### src/rtl/store_unit_pkg.sv
// Shared definitions for the store path: RISC-V store width encodings
// (funct3[1:0]) common to the load decoder and the store encoder.
package store_unit_pkg;

    // Store/load access width, funct3[1:0]
    localparam logic [1:0] ENCDEC_BYTE = 2'b00;
    localparam logic [1:0] ENCDEC_HALF = 2'b01;
    localparam logic [1:0] ENCDEC_WORD = 2'b10;

    // Byte-lane shift amount for a byte offset within a word
    function automatic logic [4:0] lane_shift(input logic [1:0] ofs);
        return {ofs, 3'b000};
    endfunction

endpackage : store_unit_pkg

### src/rtl/store_unit_word_encode.sv
// Combinational store encoder: places the store field on its byte lanes,
// builds the byte strobes and flags illegal or misaligned stores.
module word_encode
    import store_unit_pkg::*;
(
    input  logic [2:0]  funct3_i,
    input  logic [1:0]  addr_lo_i,
    input  logic [31:0] data_i,
    output logic [31:0] wdata_o,
    output logic [3:0]  wstrb_o,
    output logic        unaligned_o
);

    logic [4:0] shamt;

    assign shamt = lane_shift(addr_lo_i);

    // Lane-shift and strobe generation; illegal stores drive all-zero lanes
    always_comb begin
        // NOTE: every output gets a default first so no path leaves one unassigned (no latch).
        wdata_o     = '0;
        wstrb_o     = '0;
        unaligned_o = 1'b1;
        if (!funct3_i[2]) begin
            unique case (funct3_i[1:0])
                ENCDEC_BYTE: begin
                    wdata_o     = {24'h0, data_i[7:0]} << shamt;
                    wstrb_o     = 4'b0001 << addr_lo_i;
                    unaligned_o = 1'b0;
                end
                ENCDEC_HALF: begin
                    if (addr_lo_i != 2'b11) begin
                        wdata_o     = {16'h0, data_i[15:0]} << shamt;
                        wstrb_o     = 4'b0011 << addr_lo_i;
                        unaligned_o = 1'b0;
                    end
                end
                ENCDEC_WORD: begin
                    if (addr_lo_i == 2'b00) begin
                        wdata_o     = data_i;
                        wstrb_o     = 4'hF;
                        unaligned_o = 1'b0;
                    end
                end
                default: ;
            endcase
        end
    end

endmodule : word_encode

### src/rtl/store_unit.sv
// Store unit: accepts one store request, issues a single word-aligned
// write on the data-memory port, and reports done / fault / bus_err pulses.
module store_unit
    import store_unit_pkg::*;
#(
    parameter int unsigned TIMEOUT = 16,
    parameter int unsigned TCNT_W  = 5
) (
    input  logic        clk,
    input  logic        rst_n,
    input  logic        req_valid,
    output logic        req_ready,
    input  logic [2:0]  req_funct3,
    input  logic [31:0] req_addr,
    input  logic [31:0] req_data,
    output logic        mem_valid,
    input  logic        mem_ready,
    output logic [31:0] mem_addr,
    output logic [31:0] mem_wdata,
    output logic [3:0]  mem_wstrb,
    output logic        done,
    output logic        fault,
    output logic        bus_err,
    output logic [31:0] fault_addr
);

    typedef enum logic [1:0] {
        IDLE  = 2'd0,
        ISSUE = 2'd1,
        FAULT = 2'd2
    } state_e;

    localparam bit              TIMEOUT_EN = (TIMEOUT != 0);
    localparam logic [TCNT_W-1:0] TCNT_LAST =
        (TIMEOUT == 0) ? '0 : TCNT_W'(TIMEOUT - 1);

    state_e             state_q;
    logic [TCNT_W-1:0]  tcnt_q;
    logic [31:0]        req_addr_q;
    logic               mem_valid_q;
    logic [31:0]        mem_addr_q;
    logic [31:0]        mem_wdata_q;
    logic [3:0]         mem_wstrb_q;
    logic               done_q;
    logic               fault_q;
    logic               bus_err_q;
    logic [31:0]        fault_addr_q;

    logic [31:0]        enc_wdata_d;
    logic [3:0]         enc_wstrb_d;
    logic               enc_bad_d;

    word_encode u_word_encode (
        .funct3_i    (req_funct3),
        .addr_lo_i   (req_addr[1:0]),
        .data_i      (req_data),
        .wdata_o     (enc_wdata_d),
        .wstrb_o     (enc_wstrb_d),
        .unaligned_o (enc_bad_d)
    );

    // Ready is gated by reset so nothing can be accepted while reset is held
    assign req_ready  = (state_q == IDLE) & rst_n;
    assign mem_valid  = mem_valid_q;
    assign mem_addr   = mem_addr_q;
    assign mem_wdata  = mem_wdata_q;
    assign mem_wstrb  = mem_wstrb_q;
    assign done       = done_q;
    assign fault      = fault_q;
    assign bus_err    = bus_err_q;
    assign fault_addr = fault_addr_q;

    // Control FSM with registered outputs, synchronous active-low reset
    always_ff @(posedge clk) begin
        // NOTE: sequential state uses non-blocking assignments so every register samples pre-edge values.
        if (!rst_n) begin
            state_q      <= IDLE;
            tcnt_q       <= '0;
            req_addr_q   <= '0;
            mem_valid_q  <= 1'b0;
            mem_addr_q   <= '0;
            mem_wdata_q  <= '0;
            mem_wstrb_q  <= '0;
            done_q       <= 1'b0;
            fault_q      <= 1'b0;
            bus_err_q    <= 1'b0;
            fault_addr_q <= '0;
        end else begin
            // Status outputs are single-cycle pulses unless set below
            done_q    <= 1'b0;
            fault_q   <= 1'b0;
            bus_err_q <= 1'b0;

            unique case (state_q)
                IDLE: begin
                    if (req_valid) begin
                        if (enc_bad_d) begin
                            fault_addr_q <= req_addr;
                            fault_q      <= 1'b1;
                            state_q      <= FAULT;
                        end else begin
                            req_addr_q  <= req_addr;
                            mem_addr_q  <= {req_addr[31:2], 2'b00};
                            mem_wdata_q <= enc_wdata_d;
                            mem_wstrb_q <= enc_wstrb_d;
                            mem_valid_q <= 1'b1;
                            state_q     <= ISSUE;
                        end
                    end
                end

                ISSUE: begin
                    // Handshake wins over a timeout on the same cycle
                    if (mem_ready) begin
                        mem_valid_q <= 1'b0;
                        done_q      <= 1'b1;
                        tcnt_q      <= '0;
                        state_q     <= IDLE;
                    end else if (TIMEOUT_EN && (tcnt_q == TCNT_LAST)) begin
                        mem_valid_q  <= 1'b0;
                        bus_err_q    <= 1'b1;
                        fault_addr_q <= req_addr_q;
                        tcnt_q       <= '0;
                        state_q      <= IDLE;
                    end else begin
                        tcnt_q <= tcnt_q + TCNT_W'(1);
                    end
                end

                FAULT: begin
                    state_q <= IDLE;
                end

                default: begin
                    state_q <= IDLE;
                end
            endcase
        end
    end

endmodule : store_unit

### config.mk
export PLATFORM = sky130hd
export DESIGN_NAME = store_unit
export DESIGN_NICKNAME = d
export VERILOG_FILES = /design/src/rtl/store_unit_pkg.sv /design/src/rtl/store_unit_word_encode.sv /design/src/rtl/store_unit.sv
export SDC_FILE = /design/constraint.sdc
export NUM_CORES = 1
export LEC_CHECK = 0
export ABC_CLOCK_PERIOD_IN_PS = 2800
export BUFFER_PORTS_ARGS = -buffer_cell sky130_fd_sc_hd__buf_2
export CAP_MARGIN = 20
export CORE_AREA = 2 2 110 165
export DETAILED_ROUTE_END_ITERATION = 8
export DIE_AREA = 0 0 112 167
export PLACE_DENSITY = 0.65
export RECOVER_POWER = 25
export SYNTH_ARGS = -nofsm -noshare
export SYNTH_HDL_FRONTEND = slang
export SYNTH_SLANG_ARGS = --single-unit
### constraint.sdc
create_clock -name clk -period 2.8 [get_ports clk]
set_clock_uncertainty 0.15 [all_clocks]
set_input_delay 0.56 -clock clk [delete_from_list [all_inputs] [get_ports clk]]
set_output_delay 0.56 -clock clk [all_outputs]
set_load 0.01 [all_outputs]
## Word-level counts from Yosys, hierarchy flattened

Cells that the tools add are included.

| operators by class | value |
|---|---|
| reduce and logical (&&, ||, !) cells | 11 |
| bitwise gates (word level) | 4 |
| shifts and indexed selects | 4 |
| add/sub/neg operators | 1 |
| equality and inequality tests | 11 |
| mux-type cells | 32 |

Operator list:

| cell | count |
|---|---|
| 32-bit two-way mux | 7 |
| 32-bit case mux with 3 select lines | 1 |
| 32-bit case mux with 2 select lines | 1 |
| 16-bit by 5-bit left shift with 32-bit output | 1 |
| 8-bit by 5-bit left shift with 32-bit output | 1 |
| 4-bit two-way mux | 3 |
| 2-bit != test, second input constant | 6 |
| 4-bit case mux with 3 select lines | 1 |
| 1-bit two-way mux | 10 |
| 5-bit two-way mux | 2 |
| 2-bit two-way mux | 4 |
| 2-bit zero test | 3 |
| 3-bit AND reduction | 2 |
| 5-bit by 1-bit adder with 5-bit output, second input constant | 1 |
| 5-bit by 4-bit == test with 1-bit output, second input constant | 1 |
| 5-bit AND reduction | 1 |
| 2-bit by 1-bit == test with 1-bit output, second input constant | 2 |
| 2-bit case mux with 2 select lines | 1 |
| 2-bit AND reduction | 2 |
| 4-bit AND reduction | 1 |
| 1-bit by 2-bit left shift with 4-bit output, first input constant | 1 |
| 2-bit by 2-bit left shift with 4-bit output, first input constant | 1 |
| 3-bit != test, second input constant | 1 |
| 1-bit inverter | 3 |
| 6 further kinds | 6 |

| storage, ports and cells | value |
|---|---|
| bits of input ports | 71 |
| word-level logic and storage cells | 74 |
| register bits | 141 |
| output and inout bits | 105 |

## Logic depth before layout (Yosys ltp)

| logic depth | value |
|---|---|
| depth after elaboration | 7 |
| gate-level depth with buffers | 9 |
| depth with buffers taken out | 6 |

## Modules after synthesis

From an unflattened synthesis, not the netlist that was laid out.

| second synthesis, totals | value |
|---|---|
| cells, all modules | 665 |
| area total of the unflattened synthesis | 5686.7 um2 |

By module, submodules not included:

| module | sequential area each (um2) | times used | cells each | area an instance (um2) |
|---|---|---|---|---|
| store_unit | 2222.1 | 1 | 526 | 4707.0 |
| word_encode | 0.0 | 1 | 139 | 979.7 |

## Worst setup path after synthesis

Ideal clock, no wire load.

| path | value |
|---|---|
| kind | input port to flip-flop |
| start point | input port req_addr[0] |
| end point | register state_q[0] |
| path slack | 0.517 ns |
| buffers on the path | 2 |
| arrival time | 2.018 ns |
| library setup time | 0.115 ns |
| required time | 2.535 ns |
| stages on the path | 8 |
| path through | buf_2 -> inv_1 -> ha_1 -> nand2b_1 -> a21oi_2 -> nor2_4 -> buf_2 -> o21a_1 |

| on the way | value |
|---|---|
| longest elaborated chain between the ends | 7 |
| elaborated cells between the ends (all ways) | 9 |
| classes of those cells | eq/ne: 1; mux: 7; reduce/logical: 1 |

RTL lines:

| item | line | text |
|---|---|---|
| from (decl) | store_unit.sv:14 | `input logic [31:0] req_addr,` |
| 2-bit != test or 2-bit zero test (tied branches) | store_unit_word_encode.sv:32, store_unit_word_encode.sv:39 |  |
| 1-bit two-way mux, on equally long branches | store_unit_word_encode.sv:32, store_unit_word_encode.sv:39 |  |
| 1-bit case mux with 3 select lines (*) | store_unit_word_encode.sv:25 | `unique case (funct3_i[1:0])` |
| 1-bit two-way mux (*) | store_unit_word_encode.sv:24 | `if (!funct3_i[2]) begin` |
| 2-bit two-way mux (*) | store_unit.sv:97 | `if (enc_bad_d) begin` |
| 2-bit two-way mux (*) | store_unit.sv:96 | `if (req_valid) begin` |
| 2-bit case mux with 2 select lines (*) | store_unit.sv:94 | `unique case (state_q)` |
| to (signal assigned) | store_unit.sv:100 | `state_q <= FAULT;` |
| to (signal assigned) | store_unit.sv:107 | `state_q <= ISSUE;` |
| to (signal assigned) | store_unit.sv:118 | `state_q <= IDLE;` |
| to (decl) | store_unit.sv:37 | `state_e state_q;` |

Mark *: on every way between the ends. The rest lies on a longest branch, timed or not. The select of a mux whose other input is x is not followed.
A chain may end at the register's enable or synchronous reset.

## Worst setup path in the final report

| path | value |
|---|---|
| start point | input port req_addr[1] |
| end point | register req_addr_q[16] |

| on the way | value |
|---|---|
| longest elaborated chain between the ends | 6 |
| elaborated cells between the ends (all ways) | 8 |
| classes of those cells | eq/ne: 1; mux: 4; bitwise: 1; reduce/logical: 2 |

RTL lines:

| item | line | text |
|---|---|---|
| 2-bit != test or 2-bit zero test (tied branches) | store_unit_word_encode.sv:32, store_unit_word_encode.sv:39 |  |
| 1-bit two-way mux, on equally long branches | store_unit_word_encode.sv:32, store_unit_word_encode.sv:39 |  |
| 1-bit case mux with 3 select lines (*) | store_unit_word_encode.sv:25 |  |
| 1-bit two-way mux (*) | store_unit_word_encode.sv:24 |  |
| 1-bit inverter (no source line) (*) | -- |  |
| 3-bit AND reduction (no source line) (*) | -- |  |
| to (signal assigned) | store_unit.sv:102 | `req_addr_q <= req_addr;` |
| to (decl) | store_unit.sv:39 | `logic [31:0] req_addr_q;` |

Mark *: on every way between the ends. The rest lies on a longest branch, timed or not.

==> impl.org <==
** Floorplan
- Placeable core region :: 17,300 um2
- DIE WIDTH :: 112 um
- Row generation in the floorplan step produced 59 rows.
- Initial Utilization :: 30.6%
- In this run the vertical extent of the chip is 167 um.
- Top Ports :: 176
- The die covers 18,700 um2.

** Yosys
- Main flop type after synthesis :: sky130_fd_sc_hd__dfxtp_1
- Sequential elements use 42.1% of the synthesized area.
- The Yosys step of the flow raised 0 warnings.
- Share of flip-flops with an asynchronous set or reset :: 0%
- Cells after synthesis :: 594
- In this run, synthesis produced a sequential element count of 111.
- After synthesis, the mean cell area works out to 8.90 um2.
- Summing every instance area after synthesis gives 5280 um2.
- EDFF count, synth :: 0
- Counting distinct cell types in the post-synthesis netlist gives 51.

** Clocking
- CTS saw 111 sinks.
- The clock tree synthesis step divided the H-tree into 3 levels.
- Buffer levels on the longest clock path :: 2
- Hold-fix buffers at CTS :: 0
- At the later pin of the worst-skew pair, clock insertion delay measures 0.34 ns.
- Total CTS buffers :: 9
- Clock Pin Slew Worst Setup and Hold Paths :: 0.08 ns
- Post-CTS timing repair inserted 0 buffers for setup.
- Post-CTS sizing :: 0
- TritonCTS built the clock tree.
- In this run the clock root is driven by a sky130_fd_sc_hd__clkbuf_16.

** Pwr
- Design Power :: 3.68 mW
- Maximum vdd ir drop :: 271 uV
- Power spread over the standard cell area amounts to 581 nW/um2.
- Per report_power, the clock group accounts for 35.3% of the total.
- Net switching is 28.9% of the power.
- Registers are responsible for 47.2% of the overall power.
- Part of the total power dissipated in combinational logic :: 17.5%
- Sw power :: 1.06 mW
- The internal power of the cells totals 2.62 mW.
- Static Leakage :: 2.66 nW

** Critical path
- In this design, the stage delay of the slowest critical-path cell is 0.39 ns.
- Worst path top cell family by delay :: buffers and inverters
- The endpoint identified for the worst register-to-register timing path is fault_addr[17].
- For flop-to-flop paths, the worst setup slack is 0.88 ns.
- Counting cells, the worst reg-to-reg path comes to 5.
- In this run the worst setup path begins at req_addr[1].
- STA classifies the critical path startpoint as a primary input.
- Arr. time, crit path :: 2.28 ns
- Critical path fanouts, max :: 31
- Type of the setup path with the least slack :: primary input to register
- Data on the critical path is required at its endpoint by 2.91 ns.
- In this run the critical register-to-register path is launched from state_q[1].
- The critical path runs through a total of 8 cells.
- Crit-path cells :: buf_2, inv_1, ha_1, nand2b_1, a21oi_2, buf_4, o21ai_0, a21oi_1
- CP Buf/Inv Count :: 3
- Crit-path slowest cell :: sky130_fd_sc_hd__buf_4
- Following the worst setup path forward leads to its endpoint at req_addr_q[16].
- Kind of capture point of the worst setup path :: register

** Outcome
- Result of the run :: finished, final reports clean

** Global route
- Overflow left after global routing :: 0
- The via count of the first global-routing pass is 4,723.
- Global routing consumed, on the met1 layer, 19.0% of the routing resources.
- Most crowded layer after global routing :: met2
- For met3 alone, demand over resource in global routing was 3.46%.
- Initial antenna violation count :: 1
- Largest net degree at the start of global routing :: 46
- Wire length of the first global-routing pass :: 25,300 um
- Global-route usage over all layers :: 16.7%
- For this run, global-route usage on met2 was measured as 30.4%.

** Worst hold path
- The worst hold path passes through 3 cells.
- The tightest min-delay check is of the primary input to register type.

** Detailed routing
- Average detailed-routed wire length per instance :: 17.5 um
- Number of vias per cell after detailed routing :: 5.30
- The first detailed-routing pass ran for 4 iterations.
- Total wire length :: 16,300 um
- Count of antenna-violating nets left after detailed routing :: 0
- Vias post-DR :: 4,932
- Count of unresolved DRC violations after routing :: 0
- Initial DRC count :: 376

** STA
- The final critical path takes up 77.2% of the cycle.
- The count of final hold-check violations came to 0.
- Final number of max-transition violations :: 0
- Relative slew slack :: 56.5%
- Setup TNS :: 0 ns
- Top achievable clock speed :: 463 MHz
- At the pin with the least slew margin, the transition time is 0.653 ns.
- Final setup fails :: 0
- The worst path in the final design needs a cycle of 2.16 ns, including I/O delays and setup.
- Setup ws final :: 0.640 ns
- Setup repair after global routing left no endpoint under its margin.

** Place
- After detailed placement, the design holds a cell count of 914.
- The wire-length estimate of the detail-placed layout is 11,300 um.
- The count of buffers added on input and output ports is 173.
- Global placer's final weighted congestion :: 0.813
- Setup Slack @ Placement :: 0.269 ns

** Run
- Across the run, the number of max-cap violations was 0.

** Cells and area
- At the end of the flow, the number of nets in the layout was 790.
- Cell Count, Final, Fillers Out :: 930
- Fill cells in the final layout number 1,846.
- Antenna fix cells :: 0
- Share of final-layout standard cells stronger than drive strength 1 :: 24.1%
- Relative to the synthesized area, the layout overhead comes to 19.8%.
- Once layout is complete, the utilization of the core stands at 36.7%.
power by group through the flow:
stage          Clock, mW  Sequential (mW)  Combinational, mW
6_report            1.30             1.74              0.643
5_1_grt             1.40             1.75              0.708
4_1_cts             1.35             1.73              0.666
3_5_place_dp           0             1.77              0.665
3_3_place_gp           0             1.77              0.659
2_1_floorplan          0             1.79              0.380
sequential cells by signal, summed over array words and instances, names as in the netlist:
name and count:
mem_wstrb 4, done 1, tcnt_q 5, fault_addr 32
mem_valid 1, fault 1, state_q 2, bus_err 1
req_addr_q 32, mem_wdata 32
cell usage after synthesis, types with 3 or more instances:
library cell	number	area (um2)
sky130_fd_sc_hd__o31ai_1	32	240
sky130_fd_sc_hd__nor3_2	3	30.0
sky130_fd_sc_hd__and2_1	3	18.8
sky130_fd_sc_hd__inv_1	4	15.0
sky130_fd_sc_hd__o22ai_1	8	50.1
sky130_fd_sc_hd__a211oi_1	14	105
sky130_fd_sc_hd__mux2i_1	31	310
sky130_fd_sc_hd__buf_4	40	300
sky130_fd_sc_hd__a21oi_1	100	500
sky130_fd_sc_hd__nand2b_1	5	31.3
sky130_fd_sc_hd__a311oi_1	13	114
sky130_fd_sc_hd__nor2_1	8	30.0
sky130_fd_sc_hd__nand3_1	34	170
sky130_fd_sc_hd__nor3_1	3	15.0
sky130_fd_sc_hd__a22o_1	3	26.3
sky130_fd_sc_hd__o221ai_1	5	43.8
sky130_fd_sc_hd__dfxtp_1	111	2220
sky130_fd_sc_hd__a22oi_1	15	113
sky130_fd_sc_hd__a32oi_1	5	43.8
sky130_fd_sc_hd__buf_2	23	115
sky130_fd_sc_hd__nand2_1	34	128
sky130_fd_sc_hd__o21ai_0	37	185
sky130_fd_sc_hd__clkbuf_1	24	90.1
sky130_fd_sc_hd__ha_1	7	87.6
worst min-delay path, delay by kind of cell:
| family | cells | cell delay (ns) |
|---|---|---|
| compound gates | 1 | 0.07 |
| buf+inv | 1 | 0.09 |
| simple gates | 1 | 0.04 |
through the flow:
| step | area, um2 | hold WS, ns |
|---|---|---|
| 6_report | 6330 | 0.319 |
| 5_1_grt | 6330 | 0.318 |
| 4_1_cts | 6400 | 0.306 |
| 3_5_place_dp | 6100 | 0.307 |
| 3_3_place_gp | 6100 | 0.303 |
| 2_1_floorplan | 5290 | 0.301 |
kinds of logic (layout without fill, tap and decap cells):
family	after synthesis	after routing	synth area share [%]
AO/OA/AOI/OAI	244	244	28.9
flip-flops	111	111	42.1
AND/OR/NAND/NOR	107	107	11.3
buffers and inverters	93	215	10.1
multiplexers	31	31	5.87
adder cells (fa/ha/maj)	7	7	1.66
other	1	2	0.0710
area by class of cell:
cell class,count,area (um2),share of cell area [%]
clock buffer,10,229,3.62
clock inverter,6,70.1,1.11
multi-input combinational,391,2540,40.1
timing repair buffer,195,990,15.6
tap,213,267,4.21
sequential,111,2220,35.1
inverter,4,15.0,0.237
layer usage:
metal | up-vias | share of wire (%)
met3 | 24 | 5.6
met4 | 2 | 2.4
li1 | 2411 | -
met5 | - | 0.098
met1 | 2325 | 40
met2 | 170 | 52
worst min path at each step:
stage             startpoint             end  slack [ns]
4_1_cts         req_data[22]   mem_wdata[22]        0.31
3_3_place_gp    mem_wdata[2]    mem_wdata[2]        0.30
2_1_floorplan  req_addr_q[1]   req_addr_q[1]        0.30
6_report        req_data[22]   mem_wdata[22]        0.32
5_1_grt         req_addr[15]  req_addr_q[15]        0.32
3_5_place_dp    mem_wdata[4]    mem_wdata[4]        0.31
layout by cell type, fill, tap and decap left out, types with 3 or more instances in the layout:
| cell | Yosys | layout |
|---|---|---|
| sky130_fd_sc_hd__o21ai_0 | 37 | 37 |
| sky130_fd_sc_hd__nor3_2 | 3 | 3 |
| sky130_fd_sc_hd__nand2b_1 | 5 | 4 |
| sky130_fd_sc_hd__clkinvlp_4 | 0 | 3 |
| sky130_fd_sc_hd__inv_1 | 4 | 3 |
| sky130_fd_sc_hd__nand3_1 | 34 | 34 |
| sky130_fd_sc_hd__o22ai_1 | 8 | 8 |
| sky130_fd_sc_hd__nor3_1 | 3 | 3 |
| sky130_fd_sc_hd__buf_2 | 23 | 120 |
| sky130_fd_sc_hd__and2_1 | 3 | 3 |
| sky130_fd_sc_hd__nand2_1 | 34 | 34 |
| sky130_fd_sc_hd__dfxtp_1 | 111 | 111 |
| sky130_fd_sc_hd__clkbuf_16 | 0 | 9 |
| sky130_fd_sc_hd__clkbuf_1 | 24 | 54 |
| sky130_fd_sc_hd__nor2_1 | 8 | 8 |
| sky130_fd_sc_hd__mux2i_1 | 31 | 31 |
| sky130_fd_sc_hd__a211oi_1 | 14 | 14 |
| sky130_fd_sc_hd__buf_4 | 40 | 20 |
| sky130_fd_sc_hd__a22o_1 | 3 | 3 |
| sky130_fd_sc_hd__a22oi_1 | 15 | 15 |
| sky130_fd_sc_hd__ha_1 | 7 | 7 |
| sky130_fd_sc_hd__a32oi_1 | 5 | 5 |
| sky130_fd_sc_hd__o31ai_1 | 32 | 32 |
| sky130_fd_sc_hd__a311oi_1 | 13 | 13 |
| sky130_fd_sc_hd__o221ai_1 | 5 | 5 |
| sky130_fd_sc_hd__a21oi_1 | 100 | 100 |
(Power assumes the default switching activity.)
